--- src/rtl/display_scan_ctrl_if.sv ---
// Digit data in, multiplexed digit/anode drive out.
// master = value registers + decoder side, slave = scan controller.
interface display_scan_ctrl_if #(
  parameter int DIGITS = 8
);
  localparam int IW = $clog2(DIGITS);

  logic [4*DIGITS-1:0] Hexs;
  logic [DIGITS-1:0]   Point;
  logic [DIGITS-1:0]   Les;
  logic [DIGITS-1:0]   Blink;
  logic [3:0]          Hex;
  logic                p;
  logic                LE;
  logic [DIGITS-1:0]   AN;
  logic [IW-1:0]       scan_idx;

  modport master (
    output Hexs, Point, Les, Blink,
    input  Hex, p, LE, AN, scan_idx
  );

  modport slave (
    input  Hexs, Point, Les, Blink,
    output Hex, p, LE, AN, scan_idx
  );
endinterface

--- src/rtl/display_scan_ctrl.sv ---
// Self-clocked N-digit 7-seg scan controller with guard and blink.
// Optional leading-zero blanking: define DISPLAY_LZ_BLANK_EN.
module display_scan_ctrl #(
  parameter int DIGITS    = 8,
  parameter int CLK_DIV   = 50000,
  parameter int GUARD     = 2,
  parameter int BLINK_DIV = 25000000
) (
  input  logic clk,
  input  logic rst,
  input  logic en,
  display_scan_ctrl_if.slave bus
);
  localparam int IW = $clog2(DIGITS);
  localparam int PW = $clog2(CLK_DIV);
  localparam int BW = $clog2(BLINK_DIV);

  localparam logic [PW-1:0] PS_LAST  = PW'(CLK_DIV - 1);
  localparam logic [IW-1:0] IDX_LAST = IW'(DIGITS - 1);
  localparam logic [BW-1:0] BL_LAST  = BW'(BLINK_DIV - 1);

  logic [PW-1:0]     ps_q, ps_d;
  logic [IW-1:0]     idx_q, idx_d;
  logic [BW-1:0]     bc_q, bc_d;
  logic              bp_q, bp_d;
  logic [3:0]        hex_q, hex_d;
  logic              p_q, p_d;
  logic              le_q, le_d;
  logic [DIGITS-1:0] an_q, an_d;

  logic tick;
  logic bwrap;
  logic in_guard;
  logic blink_off;
  logic lz_off;

  assign tick  = (ps_q == PS_LAST);
  assign bwrap = (bc_q == BL_LAST);

  if (GUARD > 0) begin : g_guard
    assign in_guard = (ps_q < PW'(GUARD));
  end else begin : g_noguard
    assign in_guard = 1'b0;
  end

  assign blink_off = bus.Blink[idx_q] & bp_q;

`ifdef DISPLAY_LZ_BLANK_EN
  // zr[i]: digit i and everything above it are blank-eligible zeros
  logic [DIGITS:0] zr;

  assign zr[DIGITS] = 1'b1;

  for (genvar i = 0; i < DIGITS; i++) begin : g_lz
    assign zr[i] = zr[i+1]
                 & (bus.Hexs[4*i +: 4] == 4'h0)
                 & ~bus.Point[i]
                 & ~bus.Blink[i];
  end

  assign lz_off = (idx_q != '0) & zr[idx_q];
`else
  assign lz_off = 1'b0;
`endif

  always_comb begin
    ps_d  = ps_q;
    idx_d = idx_q;
    bc_d  = bc_q;
    bp_d  = bp_q;
    if (en) begin
      ps_d = tick ? '0 : ps_q + 1'b1;
      if (tick) begin
        idx_d = (idx_q == IDX_LAST) ? '0 : idx_q + 1'b1;
      end
      bc_d = bwrap ? '0 : bc_q + 1'b1;
      if (bwrap) begin
        bp_d = ~bp_q;
      end
    end
  end

  always_comb begin
    hex_d = hex_q;
    p_d   = p_q;
    le_d  = le_q;
    an_d  = '1;
    if (en) begin
      hex_d = bus.Hexs[{idx_q, 2'b00} +: 4];
      p_d   = bus.Point[idx_q];
      le_d  = bus.Les[idx_q];
      if (!(in_guard | blink_off | lz_off)) begin
        an_d = ~(DIGITS'(1) << idx_q);
      end
    end
  end

  always_ff @(posedge clk) begin
    if (rst) begin
      ps_q  <= '0;
      idx_q <= '0;
      bc_q  <= '0;
      bp_q  <= 1'b0;
      hex_q <= 4'h0;
      p_q   <= 1'b0;
      le_q  <= 1'b0;
      an_q  <= '1;
    end else begin
      ps_q  <= ps_d;
      idx_q <= idx_d;
      bc_q  <= bc_d;
      bp_q  <= bp_d;
      hex_q <= hex_d;
      p_q   <= p_d;
      le_q  <= le_d;
      an_q  <= an_d;
    end
  end

  assign bus.Hex      = hex_q;
  assign bus.p        = p_q;
  assign bus.LE       = le_q;
  assign bus.AN       = an_q;
  assign bus.scan_idx = idx_q;
endmodule

--- src/flat_wrapper.sv ---
// flat-port wrapper written by rule: the top's interface ports become plain ports
module display_scan_ctrl_flat 
#(
  parameter int DIGITS    = 8,
  parameter int CLK_DIV   = 50000,
  parameter int GUARD     = 2,
  parameter int BLINK_DIV = 25000000
)
  (clk, rst, en, bus_Hexs, bus_Point, bus_Les, bus_Blink, bus_Hex, bus_p, bus_LE, bus_AN, bus_scan_idx);
  display_scan_ctrl_if #(.DIGITS(DIGITS)) bus_i ();
  input  logic clk;
  input  logic rst;
  input  logic en;
  input wire logic [$bits(bus_i.Hexs)-1:0] bus_Hexs;
  input wire logic [$bits(bus_i.Point)-1:0] bus_Point;
  input wire logic [$bits(bus_i.Les)-1:0] bus_Les;
  input wire logic [$bits(bus_i.Blink)-1:0] bus_Blink;
  output wire logic [$bits(bus_i.Hex)-1:0] bus_Hex;
  output wire logic [$bits(bus_i.p)-1:0] bus_p;
  output wire logic [$bits(bus_i.LE)-1:0] bus_LE;
  output wire logic [$bits(bus_i.AN)-1:0] bus_AN;
  output wire logic [$bits(bus_i.scan_idx)-1:0] bus_scan_idx;
  assign bus_i.Hexs = bus_Hexs;
  assign bus_i.Point = bus_Point;
  assign bus_i.Les = bus_Les;
  assign bus_i.Blink = bus_Blink;
  assign bus_Hex = bus_i.Hex;
  assign bus_p = bus_i.p;
  assign bus_LE = bus_i.LE;
  assign bus_AN = bus_i.AN;
  assign bus_scan_idx = bus_i.scan_idx;
  display_scan_ctrl #(.DIGITS(DIGITS), .CLK_DIV(CLK_DIV), .GUARD(GUARD), .BLINK_DIV(BLINK_DIV)) u_core (.clk(clk), .rst(rst), .en(en), .bus(bus_i));
endmodule
--- config.mk ---
export PLATFORM = sky130hd
export DESIGN_NAME = display_scan_ctrl_flat
export DESIGN_NICKNAME = d
export VERILOG_FILES = /design/src/rtl/display_scan_ctrl_if.sv /design/src/rtl/display_scan_ctrl.sv /design/src/flat_wrapper.sv
export SDC_FILE = /design/constraint.sdc
export NUM_CORES = 1
export LEC_CHECK = 0
export ABC_AREA = 1
export CORE_MARGIN = 2
export CORE_UTILIZATION = 51
export CTS_CLUSTER_DIAMETER = 30
export DETAILED_ROUTE_END_ITERATION = 10
export HOLD_SLACK_MARGIN = 0.08
export PLACE_DENSITY = 0.8
export SYNTH_ARGS = -nofsm -noshare
export SYNTH_HDL_FRONTEND = slang
export SYNTH_SLANG_ARGS = --single-unit
--- constraint.sdc ---
create_clock -name clk -period 1.7 [get_ports clk]
set_input_delay 0.34 -clock clk [delete_from_list [all_inputs] [get_ports clk]]
set_output_delay 0.34 -clock clk [all_outputs]
set_load 0.02 [all_outputs]
==> reports/summary.log <==
qor: run_status.run_status finished clean
qor: yosys.yosys.cell_types.count 31
qor: clocking.tritoncts.num_buffers 9
qor: setup_path.start_kind flop
qor: pwr.power.net_switching 0.727 mW
qor: global_route.grtUsageMet2 0.457
qor: place.place_hpwl 7.49 mm
qor: floorplanning.rows 30
qor: global_route.globalRoute.totalOverflow 0
qor: layout.final_layout_size_suffix_gt1_frac 0.0999
qor: global_route.grt_start_max_net_pins 27
qor: route.wirelength 9.65 mm
qor: layout.num-nets-final 733
qor: clocking.cts.root.buffer_cell clkbuf_8
qor: global_route.gr-usage-all-layers 0.264
qor: place.instance_area_at_placement 4490 sq um
qor: global_route.global_route_wire_length_before_repair 16.0 mm
qor: yosys.synth_area_per_cell 6.19 sq um
qor: yosys.number_of_enable_type_register_cells_in_the_synthesized_netlist 0
qor: clocking.clk_pin_slew 70 ps
qor: clocking.clock_latency 350 ps
qor: route.vias_per_cell 5.21
qor: clocking.h-tree-depth 3
qor: clocking.cts_repair_resize_count 3
qor: yosys.yosys.area.top_type dfxtp_1
qor: layout.area_delta_synth_final 31.5%
qor: floorplanning.design.core.area 6760 sq um
qor: floorplanning.die_w 87.3 microns
qor: worst_hold_path.hold_removal_path_class flop to flop
qor: global_route.grt_use_met1 0.321
qor: layout.fillerInstances 589
qor: setup_path.cp_data_arrival_time 1300 ps
qor: layout.multi_input_comb_area 2080 sq um
qor: sta.tightest_slew 408 ps
qor: sta.fin_tns_setup 0 ps
qor: job.max-cap-violations 0
qor: place.place.gp.congestion 0.997
qor: sta.rsz0062_at_grt no
qor: yosys.synth_seq_area_share 0.334
qor: floorplanning.ios 76
qor: layout.most-common-layout-cells 151 x nor2_1, 109 x nand2_1, 72 x clkdlybuf4s50_1
qor: global_route.grt.met3_usage 0.0569
qor: setup_path.worstSetupPathType flop to output pin
qor: route.routed-via-count 3915
qor: sta.final_slew_viol_count 0
qor: setup_path.crit_fanout 2
qor: place.numPortBuffers 75
qor: route.avgRoutedWirePerCell 12.8 microns
qor: layout.finalInstanceArea 4660 sq um
qor: pwr.clockPowerShare 0.391
qor: yosys.yosysWarningCount 0
qor: sta.final-setup-viol-count 0
qor: sta.finalHoldViolations 0
qor: setup_path.cpMaxStageDelayCell clkdlybuf4s50_1
qor: setup_path.timing.critical_path.max_delay_family buffers and inverters
qor: setup_path.crit_buf_inv 1
qor: setup_path.crit_path_end_kind output pin
qor: sta.fin_skew 6.52 ps
qor: clocking.postCtsHoldBufs 0
qor: floorplanning.floorplan.initialDensity 0.524
qor: clocking.number_of_setup_buffers_added_after_cts 0
qor: global_route.grt.busiest_layer met2
qor: global_route.grt_pass1_vias 3570
qor: pwr.share_seq_of_total_power 0.500
qor: pwr.comb_power_share 0.109
qor: sta.finalWorstPathRequiredPeriod 1640 ps
qor: clocking.clock-sinks 59
qor: yosys.synthesis.area 3540 sq um
qor: setup_path.worst_path_largest_cell_delay 630 ps
qor: yosys.synthesis.nets 639
qor: route.drt.antenna.violating_nets 0
qor: pwr.power.leakage 1.86 nW
qor: floorplanning.floorplan.die_area 7630 sq um
qor: sta.max-slew-margin-rel 0.728
qor: floorplanning.fp.dieH 87.3 microns
qor: yosys.cell_count_after_synthesis 572
qor: yosys.synth.area.top_cells dfxtp_1 33%, nor2_1 16%, nand2_1 12%
qor: clocking.cts_tree done
qor: sta.fmax 611 MHz
qor: pwr.power_report.internal_total 2.10 mW
qor: yosys.synth_async_sr_flop_share 0
qor: route.dr.pass1.iters 5
qor: clocking.cts-root-to-sink-buffers 2
qor: layout.register_area 1180 sq um
qor: global_route.number_of_antenna_violations_at_the_first_check_in_global_routing 0
qor: pwr.power-per-cell-area 608 nW/um^2
qor: pwr.ir_drop 0.000491 V
qor: setup_path.path_cells clkdlybuf4s50_1
qor: layout.num_antenna_cells 0
qor: yosys.synth-main-ff-cell dfxtp_1
qor: layout.final_common_cell nor2_1
qor: route.detail_route.iter0.violations 287
qor: pwr.swShare 0.257
qor: sta.finalCritPeriodShare 0.963
qor: yosys.synth.top_cell.area_share 0.334
qor: yosys.number_of_synthesized_register_bits 59
qor: setup_path.timing.critical_path.required 1360 ps
qor: route.drc 0
[stage by stage]
stage | cells | hold WS, ps | utilization | setup slack [ps] | total power [mW]
after global routing | 751 | 534 | 0.689 | 0.00333 | 2.94
after CTS | 751 | 513 | 0.689 | 52.0 | 2.84
after detailed placement | 735 | 500 | 0.665 | -160 | 1.75
after global placement | 735 | 487 | 0.665 | -152 | 1.75
after floorplan | 572 | 470 | - | 271 | 1.55
final | 751 | 514 | 0.689 | 62.7 | 2.83
[cells in the mapped netlist (3+ instances only)]
library cell / number
o21ai_0: 41
a21oi_1: 15
nand2_1: 109
o211ai_1: 4
buf_2: 8
nand3_1: 51
nor2_2: 9
nand4_1: 9
inv_1: 52
xor2_1: 4
nor2_1: 151
nor2_4: 3
clkbuf_1: 5
inv_2: 3
nor3_1: 16
ha_1: 8
nand2_2: 6
dfxtp_1: 59
[worst min-delay path, delay by kind of cell, from the launching register on]
kind               cells  cell delay, ps
and+or+nand+nor        1              70
AOI/OAI and AO/OA      1              50
DFF                    1             340
[cell families (layout without fill, tap and decap cells)]
group                    Yosys count  after routing  share of synthesized area
flip-flops                        59             59                      0.334
AO/OA/AOI/OAI                     64             64                     0.0961
XOR/XNOR                           4              4                    0.00989
AND/OR/NAND/NOR                  366            366                      0.452
buffers and inverters             71            170                     0.0802
adder cells (fa/ha/maj)            8              8                     0.0283
[metal layers]
| layer | up-vias | part of all wire |
|---|---|---|
| li1 | 2019 | - |
| met1 | 1748 | 0.44 |
| met2 | 128 | 0.48 |
| met3 | 20 | 0.061 |
| met4 | 0 | 0.019 |
| met5 | - | 0 |
[power groups by stage]
stage / combinational (mW) / clock (mW) / sequential, mW
after CTS: 0.308 / 1.11 / 1.42
after floorplan: 0.0948 / 0 / 1.46
after global placement: 0.300 / 0 / 1.45
after detailed placement: 0.306 / 0 / 1.45
final: 0.308 / 1.11 / 1.42
after global routing: 0.332 / 1.19 / 1.42
[sequential cells by signal (all words and copies together) (netlist names)]
signal               count
u_core.bus.LE            1
u_core.bus.AN            8
u_core.bus.Hex           4
u_core.bc_q             25
u_core.bus.p             1
u_core.ps_q             16
u_core.bus.scan_idx      3
u_core.bp_q              1
[worst paths after layout]
path	startpoint	endpoint	slack, ps	cells after the start
worst max-delay path	u_core.bus.p	bus_p	60	1
worst min-delay path	u_core.bc_q[0]	u_core.bc_q[0]	510	2
worst max register to register	u_core.bc_q[0]	u_core.bc_q[10]	180	7
worst min register to register	u_core.bc_q[0]	u_core.bc_q[0]	510	2
[cell type report]
type                       instances  area share
clock buffer                       9      0.0266
clock inverter                     7     0.00967
sequential                        59       0.254
inverter                          56      0.0451
multi-input combinational        442       0.446
timing repair buffer              98       0.198
tap                               80      0.0215
Note: power is estimated with default switching activity, not from simulation.
